$ cat config.mk
export PLATFORM = sky130hd
export DESIGN_NAME = ultrasonic_ranger
export DESIGN_NICKNAME = d
export VERILOG_FILES = /design/src/rtl/ultrasonic_ranger.sv
export SDC_FILE = /design/constraint.sdc
export NUM_CORES = 1
export LEC_CHECK = 0
export CAP_MARGIN = 10
export CORE_MARGIN = 1.5
export CORE_UTILIZATION = 38
export CTS_BUF_LIST = sky130_fd_sc_hd__clkbuf_8
export CTS_CLUSTER_SIZE = 20
export DETAILED_ROUTE_END_ITERATION = 7
export GPL_ROUTABILITY_DRIVEN = 0
export PLACE_DENSITY = 0.55
export SYNTH_ARGS = -nofsm -noshare
export SYNTH_HDL_FRONTEND = slang
export SYNTH_SLANG_ARGS = --single-unit
$ cat constraint.sdc
create_clock -name clk -period 3 [get_ports clk]
set_input_delay 0.9 -clock clk [delete_from_list [all_inputs] [get_ports clk]]
set_output_delay 0.9 -clock clk [all_outputs]
set_load 0.02 [all_outputs]
$ cat src/rtl/ultrasonic_ranger.sv
// HC-SR04 style ranger: trig pulse, echo width timing and width-to-PWM-compare mapping.
// Optional macro RANGER_AVG_EN maps the mean of the last four echo widths instead of the raw one.
module ultrasonic_ranger #(
  parameter int unsigned TRIG_CYCLES    = 1000,
  parameter int unsigned TIMEOUT_CYCLES = 3_802_000,
  parameter int unsigned PERIOD_CYCLES  = 6_000_000,
  parameter int unsigned BAND1          = 475_250,
  parameter int unsigned BAND2          = 950_500,
  parameter int unsigned BAND3          = 1_425_750,
  parameter int unsigned PWM_FULL       = 250_000
) (
  input  logic        clk,
  input  logic        rst_n,
  input  logic        echo,
  output logic        trig,
  output logic        busy,
  output logic        range_valid,
  output logic        timeout,
  output logic [21:0] echo_cycles,
  output logic [18:0] pulse_width
);

  typedef enum logic [2:0] {
    S_IDLE      = 3'd0,
    S_TRIG      = 3'd1,
    S_WAIT_RISE = 3'd2,
    S_MEASURE   = 3'd3,
    S_DONE      = 3'd4
  } state_t;

  localparam logic [22:0] TRIG_LAST   = 23'(TRIG_CYCLES - 1);
  localparam logic [22:0] WAIT_LAST   = 23'(TRIG_CYCLES + TIMEOUT_CYCLES - 1);
  localparam logic [22:0] PERIOD_LAST = 23'(PERIOD_CYCLES - 1);
  localparam logic [21:0] TIMEOUT_W   = 22'(TIMEOUT_CYCLES);
  localparam logic [21:0] BAND1_W     = 22'(BAND1);
  localparam logic [21:0] BAND2_W     = 22'(BAND2);
  localparam logic [21:0] BAND3_W     = 22'(BAND3);
  localparam logic [18:0] PW_STEP1    = 19'(PWM_FULL / 4);
  localparam logic [18:0] PW_STEP2    = 19'(PWM_FULL / 2);
  localparam logic [18:0] PW_STEP3    = 19'((PWM_FULL * 3) / 4);
  localparam logic [18:0] PW_STEP4    = 19'(PWM_FULL);

  state_t      state_r, state_next;
  logic [22:0] cyc_r, cyc_next;
  logic [21:0] width_r, width_next;
  logic        echo_meta_r, echo_sync_r, echo_dly_r;
  logic        rise_s, fall_s;
  logic        to_s, done_s;
  logic [21:0] sample_s, map_in_s;
  logic [18:0] pw_s;
  logic        trig_r, busy_r, valid_r, timeout_r;
  logic [21:0] echo_cycles_r;
  logic [18:0] pulse_width_r;

  function automatic logic [18:0] map_width(input logic [21:0] w);
    logic [18:0] pw;
    if (w == 22'd0) begin
      pw = 19'd0;
    end else if (w <= BAND1_W) begin
      pw = PW_STEP1;
    end else if (w <= BAND2_W) begin
      pw = PW_STEP2;
    end else if (w <= BAND3_W) begin
      pw = PW_STEP3;
    end else begin
      pw = PW_STEP4;
    end
    return pw;
  endfunction

  // Two-flop synchroniser plus one delayed copy for edge detection.
  always_ff @(posedge clk or negedge rst_n) begin
    if (!rst_n) begin
      echo_meta_r <= 1'b0;
      echo_sync_r <= 1'b0;
      echo_dly_r  <= 1'b0;
    end else begin
      echo_meta_r <= echo;
      echo_sync_r <= echo_meta_r;
      echo_dly_r  <= echo_sync_r;
    end
  end

  assign rise_s = echo_sync_r & ~echo_dly_r;
  assign fall_s = ~echo_sync_r & echo_dly_r;

  // Next-state logic; a fall seen in the same cycle as the width limit wins over timeout.
  always_comb begin
    state_next = state_r;
    cyc_next   = cyc_r + 23'd1;
    width_next = width_r;
    sample_s   = width_r;
    to_s       = 1'b0;
    case (state_r)
      S_IDLE: begin
        if (cyc_r == PERIOD_LAST) begin
          state_next = S_TRIG;
          cyc_next   = 23'd0;
        end else begin
          state_next = S_IDLE;
        end
      end
      S_TRIG: begin
        if (cyc_r == TRIG_LAST) begin
          state_next = S_WAIT_RISE;
        end else begin
          state_next = S_TRIG;
        end
      end
      S_WAIT_RISE: begin
        if (rise_s) begin
          state_next = S_MEASURE;
          width_next = 22'd1;
        end else if (cyc_r == WAIT_LAST) begin
          state_next = S_DONE;
          to_s       = 1'b1;
          sample_s   = TIMEOUT_W;
        end else begin
          state_next = S_WAIT_RISE;
        end
      end
      S_MEASURE: begin
        if (fall_s) begin
          state_next = S_DONE;
        end else if (width_r == TIMEOUT_W) begin
          state_next = S_DONE;
          to_s       = 1'b1;
          sample_s   = TIMEOUT_W;
        end else begin
          width_next = width_r + 22'd1;
        end
      end
      S_DONE: begin
        state_next = S_IDLE;
      end
      default: begin
        state_next = S_IDLE;
      end
    endcase
  end

  assign done_s = (state_next == S_DONE);

  // State, cycle and width registers; cyc preset so TRIG follows reset release directly.
  always_ff @(posedge clk or negedge rst_n) begin
    if (!rst_n) begin
      state_r <= S_IDLE;
      cyc_r   <= PERIOD_LAST;
      width_r <= 22'd0;
    end else begin
      state_r <= state_next;
      cyc_r   <= cyc_next;
      width_r <= width_next;
    end
  end

`ifdef RANGER_AVG_EN
  // The oldest of the four entries drops out as the new one arrives, so three are stored.
  logic [2:0][21:0] hist_r;
  logic             hist_full_r;
  logic [23:0]      sum_s;

  always_comb begin
    sum_s = {sample_s, 2'b00};
    if (hist_full_r) begin
      sum_s = {2'b00, sample_s} + {2'b00, hist_r[0]} + {2'b00, hist_r[1]} + {2'b00, hist_r[2]};
    end else begin
      sum_s = {sample_s, 2'b00};
    end
  end

  assign map_in_s = sum_s[23:2];

  // History of previous samples; the first sample after reset fills every slot.
  always_ff @(posedge clk or negedge rst_n) begin
    if (!rst_n) begin
      hist_r      <= '0;
      hist_full_r <= 1'b0;
    end else if (done_s) begin
      hist_full_r <= 1'b1;
      if (hist_full_r) begin
        hist_r <= {hist_r[1:0], sample_s};
      end else begin
        hist_r <= {3{sample_s}};
      end
    end
  end
`else
  assign map_in_s = sample_s;
`endif

  assign pw_s = to_s ? PW_STEP4 : map_width(map_in_s);

  // Registered outputs, taken from the next state so strobes coincide with DONE.
  always_ff @(posedge clk or negedge rst_n) begin
    if (!rst_n) begin
      trig_r        <= 1'b0;
      busy_r        <= 1'b0;
      valid_r       <= 1'b0;
      timeout_r     <= 1'b0;
      echo_cycles_r <= 22'd0;
      pulse_width_r <= 19'd0;
    end else begin
      trig_r    <= (state_next == S_TRIG);
      busy_r    <= (state_next != S_IDLE);
      valid_r   <= done_s;
      timeout_r <= done_s & to_s;
      if (done_s) begin
        echo_cycles_r <= sample_s;
        pulse_width_r <= pw_s;
      end
    end
  end

  assign trig        = trig_r;
  assign busy        = busy_r;
  assign range_valid = valid_r;
  assign timeout     = timeout_r;
  assign echo_cycles = echo_cycles_r;
  assign pulse_width = pulse_width_r;

endmodule
==> flow_summary.ini <==
[critical_path]
rr_startpoint = cyc_r[0]
worstSetupPathType = reg2reg
crit_cells = 7
r2r_slack_ns = 0.45
crit_start = cyc_r[0]
crit_slowest_cell = dfstp_2
r2r-end = pulse_width[12]
crit_family = simple AND/OR/NAND/NOR gates
endpoint = pulse_width[12]
crit_required_ns = 3.25
arrival_ns = 2.81
cp.buffers_inverters = 1
max_stage_delay_ns = 0.55
cp_cell_sequence = ha_1 > nand2_1 > nor4bb_1 > and4_1 > a311oi_4 > buf_4 > a22o_2
worstSetupEndpointType = flip-flop
cp-start-kind = flip-flop
crit_fanout = 24
rr_worst_depth = 7

[pwr]
total_power_mw = 2.04
cellPowerDensity_mw_per_mm2 = 408
ir_worst_vdd_mv = 0.210
p_leak_nw = 2.29

[global_route]
grt_usage = 0.185
antenna_found_initial = 0
grt_pass1_vias = 3294
grt_pass1_wl_mm = 16.9
overflow = 0
grt_max_degree = 45

[clock_network]
cts_tree = built
cts_buffers = 9
cts_root_buf = clkbuf_8
clkTransAtPathRegs_ns = 0.08
clock-sinks = 85
clockBufferDepth = 2
postCtsHoldBufs = 0
clk_latency_ns = 0.36
cts_resized = 0
post_cts_buffers = 0
htreeDepth = 3

[place]
place_ws_ns = 0.472
hpwlAfterDp_mm = 6.94
place_area_mm2 = 0.00479
port_buffers = 42
dp.cells = 588

[logic_synthesis]
synth_area_mm2 = 0.00429
ys_seq_elements = 85
synth_ff_type = dfrtp_1
synthArstFlopShare = 1.00
synth.distinct_cells = 57
synth_top_cell_by_area = dfrtp_1
syn_inst = 430
ys_warn_count = 0
ys_seq_area_frac = 0.500
synth_top_area_share = 0.402
avgSynthCellArea_um2 = 9.98
synth_edf_count = 0
synth.area.top_cells = dfrtp_1, dfstp_2, xor2_1, nor2_1, nand2_1

[timing]
setup_ws_ns = 0.446
tightest_slew_ns = 0.519
relSlewSlack = 0.649
fin_crit_ns = 2.55
hold-worst-slack_ns = 0.381
final.period_utilization = 0.851
finalSetupTns_ns = 0
setup_viol = 0
rsz0062_at_grt = false
slew_viol_final = 0
clock.fmax_mhz = 392
finalHoldViolCount = 0
fin_skew_ns = 0.00816

[floorplanning]
rows = 38
start_util = 0.393
die_w_um = 109
core_area_mm2 = 0.0109
die-height_um = 109
dieArea_mm2 = 0.0119
num_io_pins = 48

[final_layout]
final_cell_mix = dfrtp_1, nor2_1, clkdlybuf4s50_1, nand2_1, xor2_1
fin_nets = 465
final_cells = 604
antenna_cells = 0
syn_to_final_growth_pct = 16.5
layout_commonest_cell = dfrtp_1
drive_gt1_frac = 0.121
fin_area_mm2 = 0.00500
utilization = 0.457

[drt]
drc = 0
vias = 3213
first_iter_violations = 152
postRouteAntennaNets = 0
routed_wl_mm = 9.83
routed_via_density = 5.32
first_pass_iters = 4
wl_per_cell_um = 16.3

[job]
maxCapViolCount = 0

[run_status]
status = finished clean

[min_path]
min_path_type = reg2reg
==> registers in the layout, summed over array words and instances (netlist names) <==
name and count:
state_r 3, echo_sync_r 1, cyc_r 23, echo_dly_r 1, echo_cycles 22, range_valid 1, width_r 22, echo_meta_r 1
trig 1, pulse_width 8, busy 1, timeout 1
==> layout make-up <==
class                   count  area, um2
clock buffers              12        165
multi-input cells         300       1910
fillers                  1077       5930
repair buffers             56        536
well taps                 140        175
clock inverters             4       46.3
flip-flops and latches     85       2150
inverters                   7       26.3
==> logic make-up (layout without fill, tap and decap cells) <==
family,after synthesis,after routing,share of synthesized area
AND/OR/NAND/NOR,188,188,0.228
flip-flops,85,85,0.500
buffers and inverters,49,79,0.0621
XOR/XNOR,41,41,0.0837
adder cells (fa/ha/maj),3,3,0.00874
other,1,5,0.000874
AO/OA/AOI/OAI,63,63,0.117
==> power by group <==
part | internal [mW] | switching (mW) | leakage, nW
sequential | 1.15 | 0.000988 | 1.12
clock | 0.449 | 0.406 | 0.110
combinational | 0.00638 | 0.0283 | 1.05
==> per-layer routing <==
metal,part of all wire,global-route usage
met2,0.47,0.287
met5,0,0
met3,0.035,0.0275
met4,0.012,0.0918
met1,0.48,0.251
==> how the worst min path moves through the flow <==
stage	depth (start not counted)	endpoint	from	slack (ns)
after detailed placement	0	echo_sync_r	echo_meta_r	0.36
after global placement	0	echo_sync_r	echo_meta_r	0.36
after CTS	0	echo_sync_r	echo_meta_r	0.38
final	0	echo_sync_r	echo_meta_r	0.38
after floorplan	0	echo_sync_r	echo_meta_r	0.33
after global routing	0	echo_sync_r	echo_meta_r	0.39
==> cells in the mapped netlist (3+ instances only) <==
library cell and count:
buf_1 3, and3_1 12, ha_1 3, nor4bb_1 3, xnor2_1 8, dfstp_2 16, o2111ai_1 6, and4_1 3
buf_2 5, o21bai_1 3, nor3_1 7, nand4_1 15, nor2_1 54, or3_1 5, buf_6 3, nor4b_1 3
a21oi_1 3, and2_1 4, nand3_1 17, dfrtp_1 69, buf_4 11, o21ai_0 11, o211ai_1 4, clkbuf_1 18
o22a_1 6, nor2b_1 5, inv_1 7, xor2_1 33, nor4_1 5, or4_1 5, nand2_1 38, a22o_1 11
Power figures use the tool's default switching activity.
